===== src/rtl/wb_split_pkg.sv =====
// wb_split_pkg: shared FSM state, response constants and status-register layout for the macro bus splitter
package wb_split_pkg;

    typedef enum logic [1:0] {IDLE, REQ, RESP, ERR} state_t;

    localparam logic [31:0] ERR_DATA     = 32'hDEAD_BEEF;
    localparam logic [31:0] TO_DATA_BASE = 32'hBAD0_0000;

    localparam int STAT_CNT_LSB = 24;
    localparam int STAT_TO_LSB  = 16;
    localparam int STAT_ACT_LSB = 0;

    function automatic logic [31:0] stat_word(input logic [7:0] cnt, input logic [3:0] to_idx, input logic [15:0] act);
        return (32'(cnt) << STAT_CNT_LSB) | (32'(to_idx) << STAT_TO_LSB) | (32'(act) << STAT_ACT_LSB);
    endfunction

endpackage


===== src/rtl/wb_macro_bus_splitter_if.sv =====
// wb_macro_bus_splitter_if: user-area Wishbone port, per-macro fan-out bus and status signals
interface wb_macro_bus_splitter_if #(
    parameter int NUM_SLAVES = 6
);
    logic                    wbs_cyc_i;
    logic                    wbs_stb_i;
    logic                    wbs_we_i;
    logic [3:0]              wbs_sel_i;
    logic [31:0]             wbs_adr_i;
    logic [31:0]             wbs_dat_i;
    logic                    wbs_ack_o;
    logic [31:0]             wbs_dat_o;
    logic [NUM_SLAVES-1:0]   active_i;
    logic [NUM_SLAVES-1:0]   s_cyc_o;
    logic [NUM_SLAVES-1:0]   s_stb_o;
    logic                    s_we_o;
    logic [3:0]              s_sel_o;
    logic [31:0]             s_adr_o;
    logic [31:0]             s_dat_o;
    logic [NUM_SLAVES-1:0]   s_ack_i;
    logic [32*NUM_SLAVES-1:0] s_dat_i;
    logic [7:0]              err_cnt_o;
    logic                    irq_o;

    modport slave (
        input  wbs_cyc_i, wbs_stb_i, wbs_we_i, wbs_sel_i, wbs_adr_i, wbs_dat_i, active_i, s_ack_i, s_dat_i,
        output wbs_ack_o, wbs_dat_o, s_cyc_o, s_stb_o, s_we_o, s_sel_o, s_adr_o, s_dat_o, err_cnt_o, irq_o
    );

    modport master (
        output wbs_cyc_i, wbs_stb_i, wbs_we_i, wbs_sel_i, wbs_adr_i, wbs_dat_i, active_i, s_ack_i, s_dat_i,
        input  wbs_ack_o, wbs_dat_o, s_cyc_o, s_stb_o, s_we_o, s_sel_o, s_adr_o, s_dat_o, err_cnt_o, irq_o
    );

endinterface


===== src/rtl/wb_split_decode.sv =====
// wb_split_decode: address window decoder, upper address bits to {hit, macro index}
module wb_split_decode #(
    parameter int          NUM_SLAVES = 6,
    parameter logic [31:0] ADDR_BASE  = 32'h3000_0000,
    parameter int          WIN_SHIFT  = 16
) (
    input  logic [31-WIN_SHIFT:0] adr_hi,
    output logic                  hit,
    output logic [3:0]            idx
);
    localparam logic [4:0] NS = 5'(NUM_SLAVES);

    // hit when the address lies in the user space and names an existing macro
    always_comb begin
        idx = adr_hi[3:0];
        hit = (adr_hi[31-WIN_SHIFT:4] == ADDR_BASE[31:WIN_SHIFT+4]) && ({1'b0, adr_hi[3:0]} < NS);
    end

endmodule


===== src/rtl/wb_macro_bus_splitter.sv =====
// wb_macro_bus_splitter: Wishbone fan-out to test macros with timeout/error responses (optional status window: WB_SPLIT_STATUS_EN)
module wb_macro_bus_splitter
    import wb_split_pkg::*;
#(
    parameter int          NUM_SLAVES = 6,
    parameter logic [31:0] ADDR_BASE  = 32'h3000_0000,
    parameter int          WIN_SHIFT  = 16,
    parameter int          TIMEOUT    = 255
) (
    input logic                    wb_clk_i,
    input logic                    wb_rst_i,
    wb_macro_bus_splitter_if.slave bus
);
    localparam logic [7:0] TO_LIM = 8'(TIMEOUT);

    state_t                state, state_n;
    logic                  hit, go, ack_sel, expired, ack_q, irq_q, we_q;
    logic [3:0]            idx_d, idx_q, sel_q;
    logic [7:0]            to_cnt, err_cnt, err_sat;
    logic [15:0]           act16;
    logic [31:0]           rdata, dat_q, adr_q, wdat_q;
    logic [NUM_SLAVES-1:0] stb_q;
`ifdef WB_SPLIT_STATUS_EN
    localparam logic [3:0] STAT_IDX = 4'(NUM_SLAVES);
    logic                  stat_d, stat_q, stat_we_q;
    logic [3:0]            last_to;
    assign stat_d = (bus.wbs_adr_i[31:WIN_SHIFT+4] == ADDR_BASE[31:WIN_SHIFT+4]) && (idx_d == STAT_IDX);
`endif

    wb_split_decode #(.NUM_SLAVES(NUM_SLAVES), .ADDR_BASE(ADDR_BASE), .WIN_SHIFT(WIN_SHIFT)) u_dec (
        .adr_hi (bus.wbs_adr_i[31:WIN_SHIFT]),
        .hit    (hit),
        .idx    (idx_d)
    );

    assign act16   = 16'(bus.active_i);
    assign go      = hit && act16[idx_d];
    assign expired = to_cnt == TO_LIM;
    assign err_sat = (err_cnt == 8'hFF) ? err_cnt : err_cnt + 8'd1;

    assign bus.wbs_ack_o = ack_q;
    assign bus.wbs_dat_o = dat_q;
    assign bus.s_cyc_o   = stb_q;
    assign bus.s_stb_o   = stb_q;
    assign bus.s_we_o    = we_q;
    assign bus.s_sel_o   = sel_q;
    assign bus.s_adr_o   = adr_q;
    assign bus.s_dat_o   = wdat_q;
    assign bus.err_cnt_o = err_cnt;
    assign bus.irq_o     = irq_q;

    // return path: only the latched macro's ack and data are ever looked at
    always_comb begin
        rdata   = '0;
        ack_sel = 1'b0;
        for (int k = 0; k < NUM_SLAVES; k++) begin
            if (idx_q == 4'(k)) begin
                rdata   = bus.s_dat_i[k*32 +: 32];
                ack_sel = bus.s_ack_i[k];
            end
        end
    end

    // state register
    always_ff @(posedge wb_clk_i) begin
        if (wb_rst_i) state <= IDLE;
        else          state <= state_n;
    end

    // next state; a request seen while the previous ack is still out is left for the next cycle
    always_comb begin
        state_n = state;
        case (state)
            IDLE:    if (bus.wbs_cyc_i && bus.wbs_stb_i && !ack_q) state_n = go ? REQ : ERR;
            REQ:     state_n = !bus.wbs_cyc_i ? IDLE : (ack_sel || expired) ? RESP : REQ;
            RESP:    state_n = IDLE;
            ERR:     state_n = IDLE;
            default: state_n = IDLE;
        endcase
    end

    // request latching, strobes, timeout counting and the one-cycle ack/data response
    always_ff @(posedge wb_clk_i) begin
        if (wb_rst_i) begin
            ack_q   <= 1'b0;
            irq_q   <= 1'b0;
            dat_q   <= '0;
            stb_q   <= '0;
            we_q    <= 1'b0;
            sel_q   <= '0;
            adr_q   <= '0;
            wdat_q  <= '0;
            idx_q   <= '0;
            to_cnt  <= '0;
            err_cnt <= '0;
`ifdef WB_SPLIT_STATUS_EN
            stat_q    <= 1'b0;
            stat_we_q <= 1'b0;
            last_to   <= '0;
`endif
        end else begin
            ack_q <= 1'b0;
            irq_q <= 1'b0;
            if (ack_q) dat_q <= '0;
            case (state)
                IDLE: begin
                    if (state_n == REQ) begin
                        adr_q  <= bus.wbs_adr_i;
                        wdat_q <= bus.wbs_dat_i;
                        we_q   <= bus.wbs_we_i;
                        sel_q  <= bus.wbs_sel_i;
                        idx_q  <= idx_d;
                        stb_q  <= NUM_SLAVES'(1) << idx_d;
                    end
`ifdef WB_SPLIT_STATUS_EN
                    if (state_n == ERR) begin
                        stat_q    <= stat_d;
                        stat_we_q <= bus.wbs_we_i;
                    end
`endif
                end
                REQ: begin
                    if (!bus.wbs_cyc_i) begin
                        stb_q  <= '0;
                        to_cnt <= '0;
                    end else if (ack_sel) begin
                        stb_q <= '0;
                        dat_q <= rdata;
                        ack_q <= 1'b1;
                    end else if (expired) begin
                        stb_q   <= '0;
                        dat_q   <= TO_DATA_BASE | 32'(idx_q);
                        err_cnt <= err_sat;
                        irq_q   <= 1'b1;
                        ack_q   <= 1'b1;
`ifdef WB_SPLIT_STATUS_EN
                        last_to <= idx_q;
`endif
                    end else begin
                        to_cnt <= to_cnt + 8'd1;
                    end
                end
                RESP: to_cnt <= '0;
                ERR: begin
                    ack_q <= 1'b1;
`ifdef WB_SPLIT_STATUS_EN
                    dat_q   <= stat_q ? stat_word(err_cnt, last_to, act16) : ERR_DATA;
                    err_cnt <= stat_q ? (stat_we_q ? 8'd0 : err_cnt) : err_sat;
`else
                    dat_q   <= ERR_DATA;
                    err_cnt <= err_sat;
`endif
                end
                default: ;
            endcase
        end
    end

endmodule


===== src/flat_wrapper.sv =====
// flat-port wrapper written by rule: the top's interface ports become plain ports
module wb_macro_bus_splitter_flat import wb_split_pkg::*;
#(
    parameter int          NUM_SLAVES = 6,
    parameter logic [31:0] ADDR_BASE  = 32'h3000_0000,
    parameter int          WIN_SHIFT  = 16,
    parameter int          TIMEOUT    = 255
)
  (wb_clk_i, wb_rst_i, bus_wbs_cyc_i, bus_wbs_stb_i, bus_wbs_we_i, bus_wbs_sel_i, bus_wbs_adr_i, bus_wbs_dat_i, bus_active_i, bus_s_ack_i, bus_s_dat_i, bus_wbs_ack_o, bus_wbs_dat_o, bus_s_cyc_o, bus_s_stb_o, bus_s_we_o, bus_s_sel_o, bus_s_adr_o, bus_s_dat_o, bus_err_cnt_o, bus_irq_o);
  wb_macro_bus_splitter_if #(.NUM_SLAVES(NUM_SLAVES)) bus_i ();
  input logic wb_clk_i;
  input logic wb_rst_i;
  input wire logic [$bits(bus_i.wbs_cyc_i)-1:0] bus_wbs_cyc_i;
  input wire logic [$bits(bus_i.wbs_stb_i)-1:0] bus_wbs_stb_i;
  input wire logic [$bits(bus_i.wbs_we_i)-1:0] bus_wbs_we_i;
  input wire logic [$bits(bus_i.wbs_sel_i)-1:0] bus_wbs_sel_i;
  input wire logic [$bits(bus_i.wbs_adr_i)-1:0] bus_wbs_adr_i;
  input wire logic [$bits(bus_i.wbs_dat_i)-1:0] bus_wbs_dat_i;
  input wire logic [$bits(bus_i.active_i)-1:0] bus_active_i;
  input wire logic [$bits(bus_i.s_ack_i)-1:0] bus_s_ack_i;
  input wire logic [$bits(bus_i.s_dat_i)-1:0] bus_s_dat_i;
  output wire logic [$bits(bus_i.wbs_ack_o)-1:0] bus_wbs_ack_o;
  output wire logic [$bits(bus_i.wbs_dat_o)-1:0] bus_wbs_dat_o;
  output wire logic [$bits(bus_i.s_cyc_o)-1:0] bus_s_cyc_o;
  output wire logic [$bits(bus_i.s_stb_o)-1:0] bus_s_stb_o;
  output wire logic [$bits(bus_i.s_we_o)-1:0] bus_s_we_o;
  output wire logic [$bits(bus_i.s_sel_o)-1:0] bus_s_sel_o;
  output wire logic [$bits(bus_i.s_adr_o)-1:0] bus_s_adr_o;
  output wire logic [$bits(bus_i.s_dat_o)-1:0] bus_s_dat_o;
  output wire logic [$bits(bus_i.err_cnt_o)-1:0] bus_err_cnt_o;
  output wire logic [$bits(bus_i.irq_o)-1:0] bus_irq_o;
  assign bus_i.wbs_cyc_i = bus_wbs_cyc_i;
  assign bus_i.wbs_stb_i = bus_wbs_stb_i;
  assign bus_i.wbs_we_i = bus_wbs_we_i;
  assign bus_i.wbs_sel_i = bus_wbs_sel_i;
  assign bus_i.wbs_adr_i = bus_wbs_adr_i;
  assign bus_i.wbs_dat_i = bus_wbs_dat_i;
  assign bus_i.active_i = bus_active_i;
  assign bus_i.s_ack_i = bus_s_ack_i;
  assign bus_i.s_dat_i = bus_s_dat_i;
  assign bus_wbs_ack_o = bus_i.wbs_ack_o;
  assign bus_wbs_dat_o = bus_i.wbs_dat_o;
  assign bus_s_cyc_o = bus_i.s_cyc_o;
  assign bus_s_stb_o = bus_i.s_stb_o;
  assign bus_s_we_o = bus_i.s_we_o;
  assign bus_s_sel_o = bus_i.s_sel_o;
  assign bus_s_adr_o = bus_i.s_adr_o;
  assign bus_s_dat_o = bus_i.s_dat_o;
  assign bus_err_cnt_o = bus_i.err_cnt_o;
  assign bus_irq_o = bus_i.irq_o;
  wb_macro_bus_splitter #(.NUM_SLAVES(NUM_SLAVES), .ADDR_BASE(ADDR_BASE), .WIN_SHIFT(WIN_SHIFT), .TIMEOUT(TIMEOUT)) u_core (.wb_clk_i(wb_clk_i), .wb_rst_i(wb_rst_i), .bus(bus_i));
endmodule

===== config.mk =====
export PLATFORM = sky130hd
export DESIGN_NAME = wb_macro_bus_splitter_flat
export DESIGN_NICKNAME = d
export VERILOG_FILES = /design/src/rtl/wb_split_pkg.sv /design/src/rtl/wb_macro_bus_splitter_if.sv /design/src/rtl/wb_split_decode.sv /design/src/rtl/wb_macro_bus_splitter.sv /design/src/flat_wrapper.sv
export SDC_FILE = /design/constraint.sdc
export NUM_CORES = 1
export LEC_CHECK = 0
export ABC_CLOCK_PERIOD_IN_PS = 2600
export CAP_MARGIN = 15
export CELL_PAD_IN_SITES_DETAIL_PLACEMENT = 1
export CELL_PAD_IN_SITES_GLOBAL_PLACEMENT = 2
export CORE_AREA = 3 3 144 251
export CTS_CLUSTER_DIAMETER = 60
export DETAILED_ROUTE_END_ITERATION = 6
export DIE_AREA = 0 0 147 254
export PLACE_DENSITY_LB_ADDON = 0.1
export SYNTH_ARGS = -nofsm -noshare
export SYNTH_HDL_FRONTEND = slang
export SYNTH_HIERARCHICAL = 1
export SYNTH_SLANG_ARGS = --single-unit

===== constraint.sdc =====
create_clock -name wb_clk_i -period 2.6 [get_ports wb_clk_i]
set_clock_uncertainty 0.1 [all_clocks]
set_input_delay 0.39 -clock wb_clk_i [delete_from_list [all_inputs] [get_ports wb_clk_i]]
set_output_delay 0.39 -clock wb_clk_i [all_outputs]
set_load 0.1 [all_outputs]

; ---- Word level (Yosys, flattened, before mapping)
; Cells that the tools add are included.
[op_classes]
shifts = 1
n_eq_ne = 19
reduce_logical = 17
muxes = 42
n_addsub = 2
bitwise_logic = 2
order_cmp = 2
[ops]
columns = cell, count
row1 = 32-bit two-way mux, 10
row2 = 32-bit one-hot mux with 2 select lines, 1
row3 = 8-bit two-way mux, 7
row4 = 8-bit one-hot mux with 2 select lines, 2
row5 = 6-bit two-way mux, 4
row6 = 8-bit by 1-bit adder with 8-bit output (second input constant), 2
row7 = 8-bit == test (second input constant), 2
row8 = 12-bit by 10-bit == test with 1-bit output (second input constant), 1
row9 = 6-bit one-hot mux with 2 select lines, 1
row10 = 1-bit two-way mux, 10
row11 = 4-bit by 2-bit == test with 1-bit output (second input constant), 2
row12 = 4-bit by 3-bit == test with 1-bit output (second input constant), 2
row13 = 2-bit two-way mux, 4
row14 = 3-bit inequality test (second input constant), 2
row15 = 2-bit one-hot mux with 3 select lines, 1
row16 = 3-bit AND reduction, 2
row17 = 2-bit nonzero test, 3
row18 = 1-bit by 4-bit left shift with 6-bit output (first input constant), 1
row19 = 4-bit by 5-bit < comparator with 1-bit output (second input constant), 1
row20 = 1-bit binary-select mux with 4-bit select, 1
row21 = 2-bit by 1-bit == test with 1-bit output (second input constant), 2
row22 = 2-bit == test (second input constant), 2
row23 = 4-bit by 1-bit == test with 1-bit output (second input constant), 1
row24 = 1-bit logical AND, 4
row25 = 14 further kinds, 17
[totals]
output_inout_bits = 123
input_bits = 277
ff_bits = 131

; ---- Depth between registers and ports, before layout
[logic_depth]
depth_word = 14
mapped_depth = 10
mapped_depth_nobuf = 9

; ---- By module
; The synthesis kept the hierarchy.
[modules_own_cells]
columns = module, area_each_um2, cells_per_inst, seq_area_each_um2, n_inst
row1 = wb_macro_bus_splitter, 6734.0, 858, 2622.5, 1
row2 = wb_split_decode, 76.3, 11, 0.0, 1

; ---- Worst setup path before layout
; No wires, ideal clock.
[synth_path]
path_type = register -> register
from = register u_core.err_cnt[0] (netlist: u_core/bus.err_cnt_o[0])
to = register u_core.err_cnt[5] (netlist: u_core/bus.err_cnt_o[5])
synth_period_minus_slack_ns = 2.279
setup_slack_ns = 0.321
t_arrival_ns = 2.108
stages_incl_launch_ff = 7
setup_ns = 0.070
cell_sequence = dfxtp_1 -> ha_1 -> nand4_1 -> and3_1 -> nand2_2 -> or4_1 -> a21oi_1
[synth_between]
elab_chain_len = 6
[synth_lines]
columns = element, line_no
row1 = start: declaration, wb_macro_bus_splitter.sv:19  ; logic [7:0] to_cnt, err_cnt, err_sat;
row2 = start signal: assignment, wb_macro_bus_splitter.sv:133  ; err_cnt <= err_sat;
row3 = start signal: assignment, wb_macro_bus_splitter.sv:151  ; err_cnt <= err_sat;
row4 = 8-bit by 1-bit adder with 8-bit output / 8-bit == test (equally long branches), wb_macro_bus_splitter.sv:39  ; assign err_sat = (err_cnt == 8'hFF) ? err_cnt : err_cnt + 8'd1;
row5 = 8-bit two-way mux (*), wb_macro_bus_splitter.sv:39
row6 = 8-bit two-way mux, wb_macro_bus_splitter.sv:130  ; end else if (expired) begin
row7 = 8-bit two-way mux, wb_macro_bus_splitter.sv:126  ; end else if (ack_sel) begin
row8 = 8-bit two-way mux, wb_macro_bus_splitter.sv:123  ; if (!bus.wbs_cyc_i) begin
row9 = 8-bit one-hot mux with 2 select lines (*), wb_macro_bus_splitter.sv:105  ; case (state)
; Mark *: on every way between the ends. The rest lies on a longest branch, timed or not. The select of a mux whose other input is x is not followed.
; A chain may end at the register's enable or synchronous reset.

; ---- Worst setup path after layout
[layout_path]
from = register u_core.idx_q[2]
to = register u_core.dat_q[19] (netlist: u_core/bus.wbs_dat_o[19])
[layout_between]
elab_chain_len = 10
[layout_lines]
columns = element, line_no
row1 = start: declaration, wb_macro_bus_splitter.sv:18  ; logic [3:0] idx_d, idx_q, sel_q;
row2 = start signal: assignment, wb_macro_bus_splitter.sv:112  ; idx_q <= idx_d;
row3 = 4-bit logical NOT, wb_macro_bus_splitter.sv:57  ; if (idx_q == 4'(k)) begin
row4 = 32-bit two-way mux / 1-bit two-way mux (equally long branches) (6 in series), wb_macro_bus_splitter.sv:57
row5 = 32-bit two-way mux (*), wb_macro_bus_splitter.sv:126
row6 = 32-bit two-way mux (*), wb_macro_bus_splitter.sv:123
row7 = 32-bit one-hot mux with 2 select lines (*), wb_macro_bus_splitter.sv:105
row8 = end signal: assignment, wb_macro_bus_splitter.sv:128  ; dat_q <= rdata;
row9 = end signal: assignment, wb_macro_bus_splitter.sv:132  ; dat_q <= TO_DATA_BASE | 32'(idx_q);
row10 = end: declaration, wb_macro_bus_splitter.sv:21  ; logic [31:0] rdata, dat_q, adr_q, wdat_q;
; Mark *: on every way between the ends. The rest lies on a longest branch, timed or not.

==> results.json <==
{
  "outcome": "finished, final reports clean",
  "wl_per_cell_um": 20.9,
  "finalSetupViolCount": 0,
  "fin_nets": 1557,
  "dr.pass1.iters": 4,
  "start_util_pct": 19.8,
  "critPathBufInv": 2,
  "synth_cells": 869,
  "routed.top_layer": "met5",
  "grt_pass1_vias": 8666,
  "crit_type": "flip-flop to flip-flop",
  "clock_path_buffers": 2,
  "path_max_fanout": 15,
  "cp_data_arrival_time_ps": 2680,
  "fill_cells": 4164,
  "final_common_cell": "clkdlybuf4s50_1",
  "io_pins": 400,
  "syn_to_final_growth_pct": 76.5,
  "path_cells": "nor4bb_2 -> a22o_4 -> o21a_2 -> buf_4 -> nand3_1 -> buf_12 -> nor3_1 -> a211o_1",
  "grt_use_total_pct": 19.0,
  "rsz0062_at_grt": "no",
  "min_from": "wb_rst_i",
  "tightest_slew_ps": 799,
  "synthesis.area_mm2": 0.00681,
  "clkLatencyLatePin_ps": 440,
  "syn_area_per_cell_um2": 7.84,
  "power.leakage_nw": 4.56,
  "core_area_mm2": 0.0345,
  "yosys_most_used_dff": "dfxtp_1",
  "cts_tree": "yes",
  "antenna_found_initial": 4,
  "drt-total-wl_um": 36700,
  "dp_hpwl_um": 28700,
  "ys_types": 67,
  "async_flop_share_pct": 0,
  "syn-num-nets": 1148,
  "layout_setup_ws_ps": 201,
  "finalCriticalPeriod_ps": 2400,
  "cp_slowest_cell": "dfxtp_1",
  "worstHoldPathCells": 2,
  "drtAntennaViolNets": 0,
  "cpLargestDelayFamily": "simple AND/OR/NAND/NOR gates",
  "power_frac_comb_pct": 14.7,
  "reg2reg_from": "u_core/idx_q[2]$_SDFFE_PP0P_",
  "die_area_mm2": 0.0373,
  "drc": 0,
  "r2r_setup_slack_ps": 200,
  "grt_max_degree": 69,
  "p_int_mw": 4.23,
  "met2_wirelength_um": 19100,
  "min_to": "u_core/bus.wbs_ack_o$_SDFF_PP0_",
  "drtIter0Drc": 230,
  "start_kind": "flip-flop",
  "fin_util_pct": 34.9,
  "root_buffer": "clkbuf_16",
  "wl_met1_um": 13700,
  "drv_slew": 0,
  "synth_edf_count": 0,
  "slew_headroom_pct": 46.7,
  "die_h_um": 254,
  "place_congestion": 0.776,
  "post-place-ws_ps": -258,
  "p_switching_mw": 1.38,
  "cpPeakStageDelay_ps": 470,
  "drive_gt1_share_pct": 19.6,
  "final_cell_mix": "clkdlybuf4s50_1, nand2_1, buf_4",
  "required_ps": 2880,
  "vias_per_cell": 4.59,
  "fp.dieW_um": 147,
  "maxCapViolCount": 0,
  "fin_crit_sh_pct": 92.3,
  "postCtsHoldBufs": 0,
  "synth-seq-area-share_pct": 38.5,
  "grt_first_pass_wirelength_um": 54200,
  "register_area_mm2": 0.00263,
  "cts_buffers": 17,
  "hold_ws_ps": 193,
  "wl_met3_um": 3250,
  "port_buffers": 399,
  "end_kind": "flip-flop",
  "clk_pin_slew_ps": 60,
  "p_per_area_mw_per_mm2": 467,
  "clock.fmax_mhz": 417,
  "clock-sinks": 131,
  "p_seq_share_pct": 36.2,
  "gr-total-overflow": 0,
  "hold_viol": 0,
  "finalPower_mw": 5.61,
  "fp-row-count": 90,
  "yosysWarnings": 6,
  "multi_input_area_mm2": 0.00385,
  "vias": 8051,
  "switching_share_pct": 24.7,
  "synth-seq-cells": 131,
  "clock_power_share_pct": 49.0,
  "hold_class": "input pin to flip-flop",
  "rr_worst_depth": 8,
  "ir_worst_vdd_uv": 461,
  "r2r-end": "u_core/bus.wbs_dat_o[19]$_SDFF_PP0_",
  "htree_levels": 4
}
==> logic make-up (layout without fill, tap and decap cells) <==
logic type | after synthesis | count (layout) | synth area share, %
simple gates | 350 | 350 | 23.5
compound gates | 271 | 271 | 25.9
flops | 131 | 131 | 38.5
buf+inv | 82 | 504 | 5.75
mux | 27 | 27 | 5.20
xor+xnor | 6 | 6 | 0.772
fa+ha+maj | 2 | 2 | 0.367
other cells | 0 | 3 | 0
==> stage by stage <==
| stage | setup TNS [ps] | instances | area (um^2) |
|---|---|---|---|
| global placement | -18740 | 1719 | 11300 |
| global route | 0 | 1753 | 12000 |
| CTS | 0 | 1751 | 12000 |
| detailed placement | -17530 | 1719 | 11300 |
| floorplan | 0 | 869 | 6810 |
| finish | 0 | 1754 | 12000 |
==> synth_stat cells (6+ instances only) <==
cell | instances | area [um^2]
nand3b_1 | 11 | 82.6
nor2_1 | 46 | 173
o21ai_0 | 40 | 200
clkbuf_1 | 36 | 135
buf_4 | 11 | 82.6
nand2b_1 | 6 | 37.5
o22ai_1 | 25 | 156
mux2i_1 | 17 | 170
o221ai_1 | 8 | 70.1
nand3_1 | 21 | 105
o21a_1 | 15 | 113
dfxtp_1 | 131 | 2620
o211ai_1 | 6 | 45.0
a21oi_1 | 107 | 536
a221oi_1 | 15 | 131
inv_1 | 7 | 26.3
nor3_1 | 25 | 125
nand2_1 | 196 | 736
nor2b_1 | 7 | 43.8
mux4_2 | 6 | 135
buf_2 | 22 | 110
a211o_1 | 15 | 131
==> how the worst max path moves through the flow <==
stage                                                end  slack (ps)                                 start  cells past startpoint
global placement     u_core/bus.s_adr_o[21]$_SDFFE_PP0P_        -250                     bus_wbs_adr_i[21]                     11
floorplan           u_core/bus.err_cnt_o[5]$_SDFFE_PP0P_         320  u_core/bus.err_cnt_o[0]$_SDFFE_PP0P_                      6
finish               u_core/bus.wbs_dat_o[19]$_SDFF_PP0_         200          u_core/idx_q[2]$_SDFFE_PP0P_                      8
detailed placement    u_core/bus.s_cyc_o[0]$_SDFFE_PP0P_        -260                     bus_wbs_adr_i[21]                     11
global route         u_core/bus.wbs_dat_o[19]$_SDFF_PP0_           7          u_core/idx_q[2]$_SDFFE_PP0P_                      8
CTS                  u_core/bus.wbs_dat_o[19]$_SDFF_PP0_          10          u_core/idx_q[2]$_SDFFE_PP0P_                      8
==> flip-flops by register name, indices dropped and copies added, names as in the netlist, 4 cells and up <==
register and count:
u_core/bus.s_adr_o 32, u_core/bus.s_dat_o 32, u_core/bus.wbs_dat_o 32, u_core/bus.err_cnt_o 8, u_core/to_cnt 8, u_core/bus.s_cyc_o 6
u_core/bus.s_sel_o 4, u_core/idx_q 4
==> routing by layer <==
layer	up-vias	global-route usage (%)
met3	30	7.30
met1	3774	19.4
li1	3934	-
met2	311	35.7
met4	2	5.89
met5	-	0
==> layout make-up <==
type / count / share of cell area [%]
sequential: 131 / 21.8
clock buffer: 18 / 3.57
tap: 460 / 4.79
clock inverter: 14 / 1.90
timing repair buffer: 465 / 35.6
multi-input combinational: 656 / 32.0
antenna: 3 / 0.0624
inverter: 7 / 0.219
==> power by group through the flow <==
stage / combinational [mW] / sequential, mW / clock, mW
global route: 0.880 / 2.03 / 2.93
detailed placement: 0.833 / 2.08 / 0
global placement: 0.829 / 2.08 / 0
CTS: 0.839 / 2.03 / 2.86
floorplan: 0.173 / 2.17 / 0
finish: 0.827 / 2.03 / 2.75
==> what timing repair did <==
action,in CTS,in global routing
gates resized for setup,0,3
setup endpoints to repair,0,61
buffers inserted,0,0
No activity file was read; power rests on OpenSTA's default activity.
